==> src/rtl/unidade_controle_pkg.sv <==
// Shared types and decode constants for the multicycle control unit.
// Holds the FSM state encoding, instruction classes and the per-state output map.
package unidade_controle_pkg;

  typedef enum logic [2:0] {
    S_IDLE,
    S_FETCH,
    S_DECODE,
    S_EXEC,
    S_MEM,
    S_WB,
    S_ERROR
  } state_t;

  typedef enum logic [2:0] {
    CLS_LOAD,
    CLS_STORE,
    CLS_RTYPE,
    CLS_ADDI,
    CLS_ILLEGAL
  } instr_class_t;

  localparam logic [6:0] OPC_LOAD  = 7'b0000011;
  localparam logic [6:0] OPC_STORE = 7'b0100011;
  localparam logic [6:0] OPC_RTYPE = 7'b0110011;
  localparam logic [6:0] OPC_ADDI  = 7'b0010011;

  localparam logic [2:0] F3_DWORD  = 3'b011;
  localparam logic [2:0] F3_ADD    = 3'b000;

  localparam logic [6:0] F7_ADD    = 7'b0000000;
  localparam logic [6:0] F7_SUB    = 7'b0100000;

  typedef struct packed {
    logic weIr;
    logic wePc;
    logic weReg;
    logic weMem;
    logic sinal;
    logic selMux1;
    logic selMux2;
    logic done;
    logic err;
  } ctrl_out_t;

  // Outputs of the state being entered; ALU/mux selects are held across EXEC..final state.
  function automatic ctrl_out_t stateOutputs(input state_t st, input instr_class_t cls,
                                             input logic isSub);
    ctrl_out_t o;
    logic      dataPath;
    o          = '0;
    dataPath   = (st == S_EXEC) || (st == S_MEM) || (st == S_WB);
    o.weIr     = (st == S_FETCH);
    o.wePc     = (st == S_FETCH);
    o.weReg    = (st == S_WB);
    o.weMem    = (st == S_MEM) && (cls == CLS_STORE);
    o.done     = (st == S_WB) || ((st == S_MEM) && (cls == CLS_STORE));
    o.err      = (st == S_ERROR);
    o.sinal    = dataPath && isSub && (cls == CLS_RTYPE);
    o.selMux1  = dataPath && (cls == CLS_RTYPE);
    o.selMux2  = dataPath && (cls != CLS_LOAD);
    return o;
  endfunction

endpackage

==> src/rtl/unidade_controle_if.sv <==
// Bundle between the control unit and the datapath it steers.
// The master side is the control unit; the slave side is the datapath.
interface unidade_controle_if #(
  parameter int DATA_W = 64
) ();

  logic              run;
  logic [31:0]       ir;
  logic              we_ir;
  logic              we_pc;
  logic              we_reg;
  logic              we_mem;
  logic              sinal;
  logic              sel_mux1;
  logic              sel_mux2;
  logic [4:0]        ra;
  logic [4:0]        rb;
  logic [4:0]        rw;
  logic [DATA_W-1:0] imm;
  logic              done;
  logic              err;

  modport master (
    input  run, ir,
    output we_ir, we_pc, we_reg, we_mem, sinal, sel_mux1, sel_mux2,
    output ra, rb, rw, imm, done, err
  );

  modport slave (
    output run, ir,
    input  we_ir, we_pc, we_reg, we_mem, sinal, sel_mux1, sel_mux2,
    input  ra, rb, rw, imm, done, err
  );

endinterface

==> src/rtl/unidade_controle_decodificador.sv <==
// Purely combinational instruction decoder: class, sub flag, immediate and register fields.
// Anything outside the supported LD/SD/ADD/SUB/ADDI subset decodes as CLS_ILLEGAL.
module decodificador
  import unidade_controle_pkg::*;
#(
  parameter int DATA_W = 64
) (
  input  logic [31:0]       ir_i,
  output instr_class_t      cls_o,
  output logic              sub_o,
  output logic [DATA_W-1:0] imm_o,
  output logic [4:0]        ra_o,
  output logic [4:0]        rb_o,
  output logic [4:0]        rw_o
);

  logic [6:0]  opcode;
  logic [2:0]  funct3;
  logic [6:0]  funct7;
  logic [11:0] imm12;

  assign opcode = ir_i[6:0];
  assign funct3 = ir_i[14:12];
  assign funct7 = ir_i[31:25];

  always_comb begin
    cls_o = CLS_ILLEGAL;
    sub_o = 1'b0;
    imm12 = '0;
    case (opcode)
      OPC_LOAD:
        if (funct3 == F3_DWORD) begin
          cls_o = CLS_LOAD;
          imm12 = ir_i[31:20];
        end
      OPC_STORE:
        if (funct3 == F3_DWORD) begin
          cls_o = CLS_STORE;
          imm12 = {ir_i[31:25], ir_i[11:7]};
        end
      OPC_RTYPE:
        if ((funct3 == F3_ADD) && ((funct7 == F7_ADD) || (funct7 == F7_SUB))) begin
          cls_o = CLS_RTYPE;
          sub_o = (funct7 == F7_SUB);
        end
      OPC_ADDI:
        if (funct3 == F3_ADD) begin
          cls_o = CLS_ADDI;
          imm12 = ir_i[31:20];
        end
      default: ;
    endcase
  end

  assign imm_o = {{(DATA_W-12){imm12[11]}}, imm12};
  assign ra_o  = ir_i[19:15];
  assign rb_o  = ir_i[24:20];
  assign rw_o  = ir_i[11:7];

endmodule

==> src/rtl/unidade_controle.sv <==
// Multicycle control unit: FETCH/DECODE/EXEC/MEM/WB sequencing with registered Moore outputs.
// Outputs are computed from the next state so they line up with the state register.
module unidade_controle
  import unidade_controle_pkg::*;
#(
  parameter int DATA_W = 64
) (
  input logic                clk,
  input logic                reset,
  unidade_controle_if.master ctrl
);

  instr_class_t      cls;
  logic              isSub;
  logic [DATA_W-1:0] immW;
  logic [4:0]        raW;
  logic [4:0]        rbW;
  logic [4:0]        rwW;

  state_t            state_q;
  state_t            state_d;
  ctrl_out_t         out_q;
  ctrl_out_t         out_d;
  state_t            endState;

  decodificador #(
    .DATA_W (DATA_W)
  ) uDecodificador (
    .ir_i  (ctrl.ir),
    .cls_o (cls),
    .sub_o (isSub),
    .imm_o (immW),
    .ra_o  (raW),
    .rb_o  (rbW),
    .rw_o  (rwW)
  );

  // run is only sampled at instruction boundaries, so dropping it never aborts.
  assign endState = ctrl.run ? S_FETCH : S_IDLE;

  always_comb begin
    state_d = state_q;
    case (state_q)
      S_IDLE:   if (ctrl.run) state_d = S_FETCH;
      S_FETCH:  state_d = S_DECODE;
      S_DECODE: state_d = (cls == CLS_ILLEGAL) ? S_ERROR : S_EXEC;
      S_EXEC:   state_d = ((cls == CLS_LOAD) || (cls == CLS_STORE)) ? S_MEM : S_WB;
      S_MEM:    state_d = (cls == CLS_LOAD) ? S_WB : endState;
      S_WB:     state_d = endState;
      S_ERROR:  state_d = S_ERROR;
      default:  state_d = S_IDLE;
    endcase
  end

  assign out_d = stateOutputs(state_d, cls, isSub);

  always_ff @(posedge clk or posedge reset) begin
    if (reset) begin
      state_q <= S_IDLE;
      out_q   <= '0;
    end else begin
      state_q <= state_d;
      out_q   <= out_d;
    end
  end

  assign ctrl.we_ir    = out_q.weIr;
  assign ctrl.we_pc    = out_q.wePc;
  assign ctrl.we_reg   = out_q.weReg;
  assign ctrl.we_mem   = out_q.weMem;
  assign ctrl.sinal    = out_q.sinal;
  assign ctrl.sel_mux1 = out_q.selMux1;
  assign ctrl.sel_mux2 = out_q.selMux2;
  assign ctrl.done     = out_q.done;
  assign ctrl.err      = out_q.err;
  assign ctrl.ra       = raW;
  assign ctrl.rb       = rbW;
  assign ctrl.rw       = rwW;
  assign ctrl.imm      = immW;

endmodule

==> src/flat_wrapper.sv <==
// flat-port wrapper written by rule: the top's interface ports become plain ports
module unidade_controle_flat import unidade_controle_pkg::*;
#(
  parameter int DATA_W = 64
)
  (clk, reset, ctrl_run, ctrl_ir, ctrl_we_ir, ctrl_we_pc, ctrl_we_reg, ctrl_we_mem, ctrl_sinal, ctrl_sel_mux1, ctrl_sel_mux2, ctrl_ra, ctrl_rb, ctrl_rw, ctrl_imm, ctrl_done, ctrl_err);
  unidade_controle_if #(.DATA_W(DATA_W)) ctrl_i ();
  input logic clk;
  input logic reset;
  input wire logic [$bits(ctrl_i.run)-1:0] ctrl_run;
  input wire logic [$bits(ctrl_i.ir)-1:0] ctrl_ir;
  output wire logic [$bits(ctrl_i.we_ir)-1:0] ctrl_we_ir;
  output wire logic [$bits(ctrl_i.we_pc)-1:0] ctrl_we_pc;
  output wire logic [$bits(ctrl_i.we_reg)-1:0] ctrl_we_reg;
  output wire logic [$bits(ctrl_i.we_mem)-1:0] ctrl_we_mem;
  output wire logic [$bits(ctrl_i.sinal)-1:0] ctrl_sinal;
  output wire logic [$bits(ctrl_i.sel_mux1)-1:0] ctrl_sel_mux1;
  output wire logic [$bits(ctrl_i.sel_mux2)-1:0] ctrl_sel_mux2;
  output wire logic [$bits(ctrl_i.ra)-1:0] ctrl_ra;
  output wire logic [$bits(ctrl_i.rb)-1:0] ctrl_rb;
  output wire logic [$bits(ctrl_i.rw)-1:0] ctrl_rw;
  output wire logic [$bits(ctrl_i.imm)-1:0] ctrl_imm;
  output wire logic [$bits(ctrl_i.done)-1:0] ctrl_done;
  output wire logic [$bits(ctrl_i.err)-1:0] ctrl_err;
  assign ctrl_i.run = ctrl_run;
  assign ctrl_i.ir = ctrl_ir;
  assign ctrl_we_ir = ctrl_i.we_ir;
  assign ctrl_we_pc = ctrl_i.we_pc;
  assign ctrl_we_reg = ctrl_i.we_reg;
  assign ctrl_we_mem = ctrl_i.we_mem;
  assign ctrl_sinal = ctrl_i.sinal;
  assign ctrl_sel_mux1 = ctrl_i.sel_mux1;
  assign ctrl_sel_mux2 = ctrl_i.sel_mux2;
  assign ctrl_ra = ctrl_i.ra;
  assign ctrl_rb = ctrl_i.rb;
  assign ctrl_rw = ctrl_i.rw;
  assign ctrl_imm = ctrl_i.imm;
  assign ctrl_done = ctrl_i.done;
  assign ctrl_err = ctrl_i.err;
  unidade_controle #(.DATA_W(DATA_W)) u_core (.clk(clk), .reset(reset), .ctrl(ctrl_i));
endmodule
==> config.mk <==
export PLATFORM = sky130hd
export DESIGN_NAME = unidade_controle_flat
export DESIGN_NICKNAME = d
export VERILOG_FILES = /design/src/rtl/unidade_controle_pkg.sv /design/src/rtl/unidade_controle_if.sv /design/src/rtl/unidade_controle_decodificador.sv /design/src/rtl/unidade_controle.sv /design/src/flat_wrapper.sv
export SDC_FILE = /design/constraint.sdc
export NUM_CORES = 1
export LEC_CHECK = 0
export BUFFER_PORTS_ARGS = -buffer_cell sky130_fd_sc_hd__buf_2
export CORE_UTILIZATION = 35
export CTS_CLUSTER_DIAMETER = 50
export DETAILED_ROUTE_END_ITERATION = 8
export GPL_TIMING_DRIVEN = 1
export PLACE_DENSITY_LB_ADDON = 0.08
export SYNTH_ARGS = -nofsm -noshare
export SYNTH_HDL_FRONTEND = slang
export SYNTH_SLANG_ARGS = --single-unit
==> constraint.sdc <==
create_clock -name clk -period 8.1 [get_ports clk]
set_input_delay 1.215 -clock clk [delete_from_list [all_inputs] [get_ports clk]]
set_output_delay 1.215 -clock clk [all_outputs]
set_load 0.01 [all_outputs]
# Word-level counts from Yosys, hierarchy flattened
# Cells that the tools add are included.
# totals
output_inout_bits	88
ramBits	0
in_bits	35
memories	0
regBits	11
rom_bits	0
elab_cells	62
latchBits	0
# op_classes
addsub	0
eq_ne	20
mux	17
n_lt_le_gt_ge	0
div	0
shifts	0
reduce_logical	16
bitwise_logic	0
mul	0
# ops
cell	count
12-bit two-way mux	3
12-bit case mux with 3 select lines	1
3-bit equality test, second input constant	7
7-bit by 6-bit equality test with 1-bit output, second input constant	3
3-bit two-way mux	7
3-bit case mux with 7 select lines	1
3-bit by 2-bit equality test with 1-bit output, second input constant	5
3-bit case mux with 4 select lines	1
3-bit by 1-bit equality test with 1-bit output, second input constant	3
3-bit zero test	3
7-bit by 2-bit equality test with 1-bit output, second input constant	1
7-bit by 5-bit equality test with 1-bit output, second input constant	1
7-bit zero test	1
1-bit logical AND	6
1-bit logical OR	5
1-bit two-way mux	4
3-bit nonzero test	1

# Logic depth before layout (Yosys ltp)
# logic_depth
depth_word	14
mapped_depth	5
mapped_depth_nobuf	4

# By module
# Synthesis repeated with hierarchy kept, for this count alone.
# unflattened
hier_cells	167
area_unflattened_um2	1342.5
# modules_own_cells
module	area_per_inst_um2	seq_area_each_um2	n_inst	cells_each
decodificador	835.8	0.0	1	118
unidade_controle	506.7	275.3	1	49

# Worst setup path before layout
# OpenSTA, ideal clock, no wires.
# synth_path
path_type	in2out
from	input ctrl_ir[3]
to	output ctrl_imm[12]
n_path_buf	1
t_arrival_ns	3.316
cell_stages	5
setup_slack_ns	3.569
t_required_ns	6.885
path_cell_list	nor4b_4 -> nand3_1 -> nor2_1 -> and2_1 -> buf_4
# synth_between
elab_chain_len	2
elab_cells_between_ends	4
cone_classes	eq/ne (3); mux (1)
# synth_lines
element	line	source
start: declaration	flat_wrapper.sv:11	input wire logic [$bits(ctrl_i.ir)-1:0] ctrl_ir;
7-bit by 5-bit equality test with 1-bit output (tied with other cells)	unidade_controle_decodificador.sv:30	case (opcode)
12-bit case mux with 3 select lines *	unidade_controle_decodificador.sv:30	
end: declaration	flat_wrapper.sv:22	output wire logic [$bits(ctrl_i.imm)-1:0] ctrl_imm;
# Mark *: on every way between the ends. The rest lies on a longest branch, timed or not.

# Final worst setup path
# layout_path
from	input ctrl_ir[3]
to	output ctrl_imm[58]
# Same word-level chain as after synthesis.

==> qor.yml <==
status: "complete, no violations"
cts_tree: "done"
syn_area_per_cell_um2: 8.57
crit_chain: "buf_2, nor4b_4, nand3_1, nor2_1, and2_1, buf_16, buf_2"
cp.arrival_ps: 2970
maxCapViolCount: 0
clkSlewWorstSetupHoldPaths_ps: 70
largest_reg_flops: 3
fillers: 313
cpPeakStageDelay_ps: 400
io_pins: 123
postCtsHoldBufs: 0
ys.flop_type: "dfrtp_1"
finalMaxSlewViolations: 0
ir_drop_mv: 0.0373
clock-sinks: 11
period_minus_slack_ps: 4180
regMostFlops: "u_core.state_q"
routed_wl_um: 2400
ys_seq_area_share_pct: 23.1
cts-root-buf: "clkbuf_4"
dp_hpwl_um: 2030
synth_cells: 139
relSlewSlack_pct: 68.8
p_leak_nw: 0.890
finalCritPeriodShare_pct: 51.7
regArea_um2: 275
finalSetupViolations: 0
worstPathMaxFanout: 47
final_hold_viol_count: 0
clock_skew_ps: 3.50
cts_resized: 0
grt_util_all_layers_pct: 13.0
area_delta_synth_final_pct: 13.4
n_antenna_cell: 0
worst-setup-path-type: "input port to output pin"
path_buf_inv: 3
grt_pass1_vias: 794
fmaxAchievable_ghz: 0.239
row_count: 20
htree_levels: 1
multi_input_area_um2: 387
grt_max_degree: 54
grt_overflow: 0
nNetsFinal: 224
cts.path.max_buffers: 2
yosysUniqueCellTypes: 29
setup.worst_path.start_class: "input port"
grt_pass1_wl_um: 3540
drt.antenna.violating_nets: 0
gp_congestion: 0.822
dieArea_um2: 3640
worst_pin_slew_ps: 466
first_pass_iters: 5
core_um2: 3130
endpoint_kind: "output pin"
cp_top_family: "simple AND/OR/NAND/NOR gates"
grt_antenna_before_repair: 0
cpMaxStageDelayCell: "nor4b_4"
async_flop_share_pct: 100
drt_iter0_markers: 21
synth.net_count: 174
required_ps: 6880
synth-edff-count: 0
post_cts_buffers: 0
initial_utilization_pct: 38.1
vias: 1031
hp-class: "flop to flop"
fp.dieW_um: 60.3
via_per_inst: 4.44
insertion_delay_ps: 260
port_buffers: 112
drc: 0
wire_per_inst_um: 10.3
fin_setup_tns_ps: 0
cts-buffers-inserted: 3
synth.cell_area_um2: 1190
ys_warn_count: 0
synth_seq_cells: 11
die_h_um: 60.3
final_layout_size_suffix_gt1_share_pct: 65.4
powerDensity_nw_per_um2: 133
rsz0062_at_grt: "false"
final_core_util_pct: 43.2
crit_top_cell: "buf_2"
==> worst reg2reg max path, delay by kind of cell, from the launching register on <==
family	cells	cell delay [ps]
and+or+nand+nor	3	750
DFF	1	440
AOI/OAI and AO/OA	1	250
==> per-layer routing <==
layer | track usage (%) | wire length (um)
met1 | 16.9 | 981
met4 | 6.31 | 31
met5 | 0 | 0
met2 | 20.7 | 1160
met3 | 2.35 | 228
==> path summary, 6_finish.rpt <==
kind	to	cells past startpoint	start	slack [ps]
hold / removal	u_core.ctrl.we_ir	1	u_core.state_q[1]	560
hold reg to reg	u_core.ctrl.we_ir	1	u_core.state_q[1]	560
min in group asynchronous	u_core.ctrl.we_ir	2	reset	920
max in group asynchronous	u_core.ctrl.we_reg	2	reset	6890
setup / recovery	ctrl_imm[58]	7	ctrl_ir[3]	3920
setup reg to reg	u_core.ctrl.sinal	4	u_core.state_q[1]	6600
==> through the flow <==
stage	hold WS (ps)	instance area (um2)	power, mW	std cells	worst slack, ps
floorplan	502	1190	0.125	139	3570
global placement	563	1300	0.145	227	3530
detailed placement	554	1300	0.145	227	3390
CTS	560	1320	0.182	231	3380
global route	601	1350	0.195	232	3650
finish	560	1350	0.180	232	3920
==> synthesized netlist by cell type (2+ instances only) <==
master	number	area (um2)
dfrtp_1	11	275
and2_1	7	43.8
nor3_1	2	10.0
nor3b_1	4	30.0
nor2_1	6	22.5
nand2b_1	2	12.5
nand2_1	4	15.0
a21oi_1	2	10.0
buf_4	68	510
nand3_1	2	10.0
inv_1	5	18.8
a22o_1	5	43.8
nand4_1	3	18.8
nor4_1	2	12.5
o21ai_0	2	10.0
==> power by group <==
group          internal [mW]  leakage (nW)  total, mW  switching (mW)
logic                 0.0285         0.725     0.0636          0.0351
registers             0.0690         0.147     0.0804          0.0114
clock network         0.0182        0.0177     0.0358          0.0176
==> cell families after synthesis <==
kind of cell / synth area share [%]
buffers and inverters: 44.4
AND/OR/NAND/NOR: 23.1
AO/OA/AOI/OAI: 9.35
flip-flops: 23.1
==> cell type report <==
cell class / instances / share of cell area, %
tap: 44 / 4.07
sequential: 11 / 20.4
clock buffer: 3 / 1.67
timing repair buffer: 113 / 43.5
multi-input combinational: 55 / 28.6
inverter: 5 / 1.39
clock inverter: 1 / 0.370
==> cell usage in the layout, fill, tap and decap left out, drive strengths merged, types with 2 or more instances in the layout <==
master  synthesis  final
nor4            2      2
nor2            6      6
and2            7      7
nand2           4      4
a211oi          2      2
nor3b           4      4
nand3           3      3
buf            68    113
nor3            3      3
a22o            5      5
inv             5      5
nor4b           2      2
o21ai           2      2
clkbuf          0      3
nand2b          2      2
dfrtp          11     11
a21oi           2      2
nand4           3      3
(Power assumes the default switching activity.)
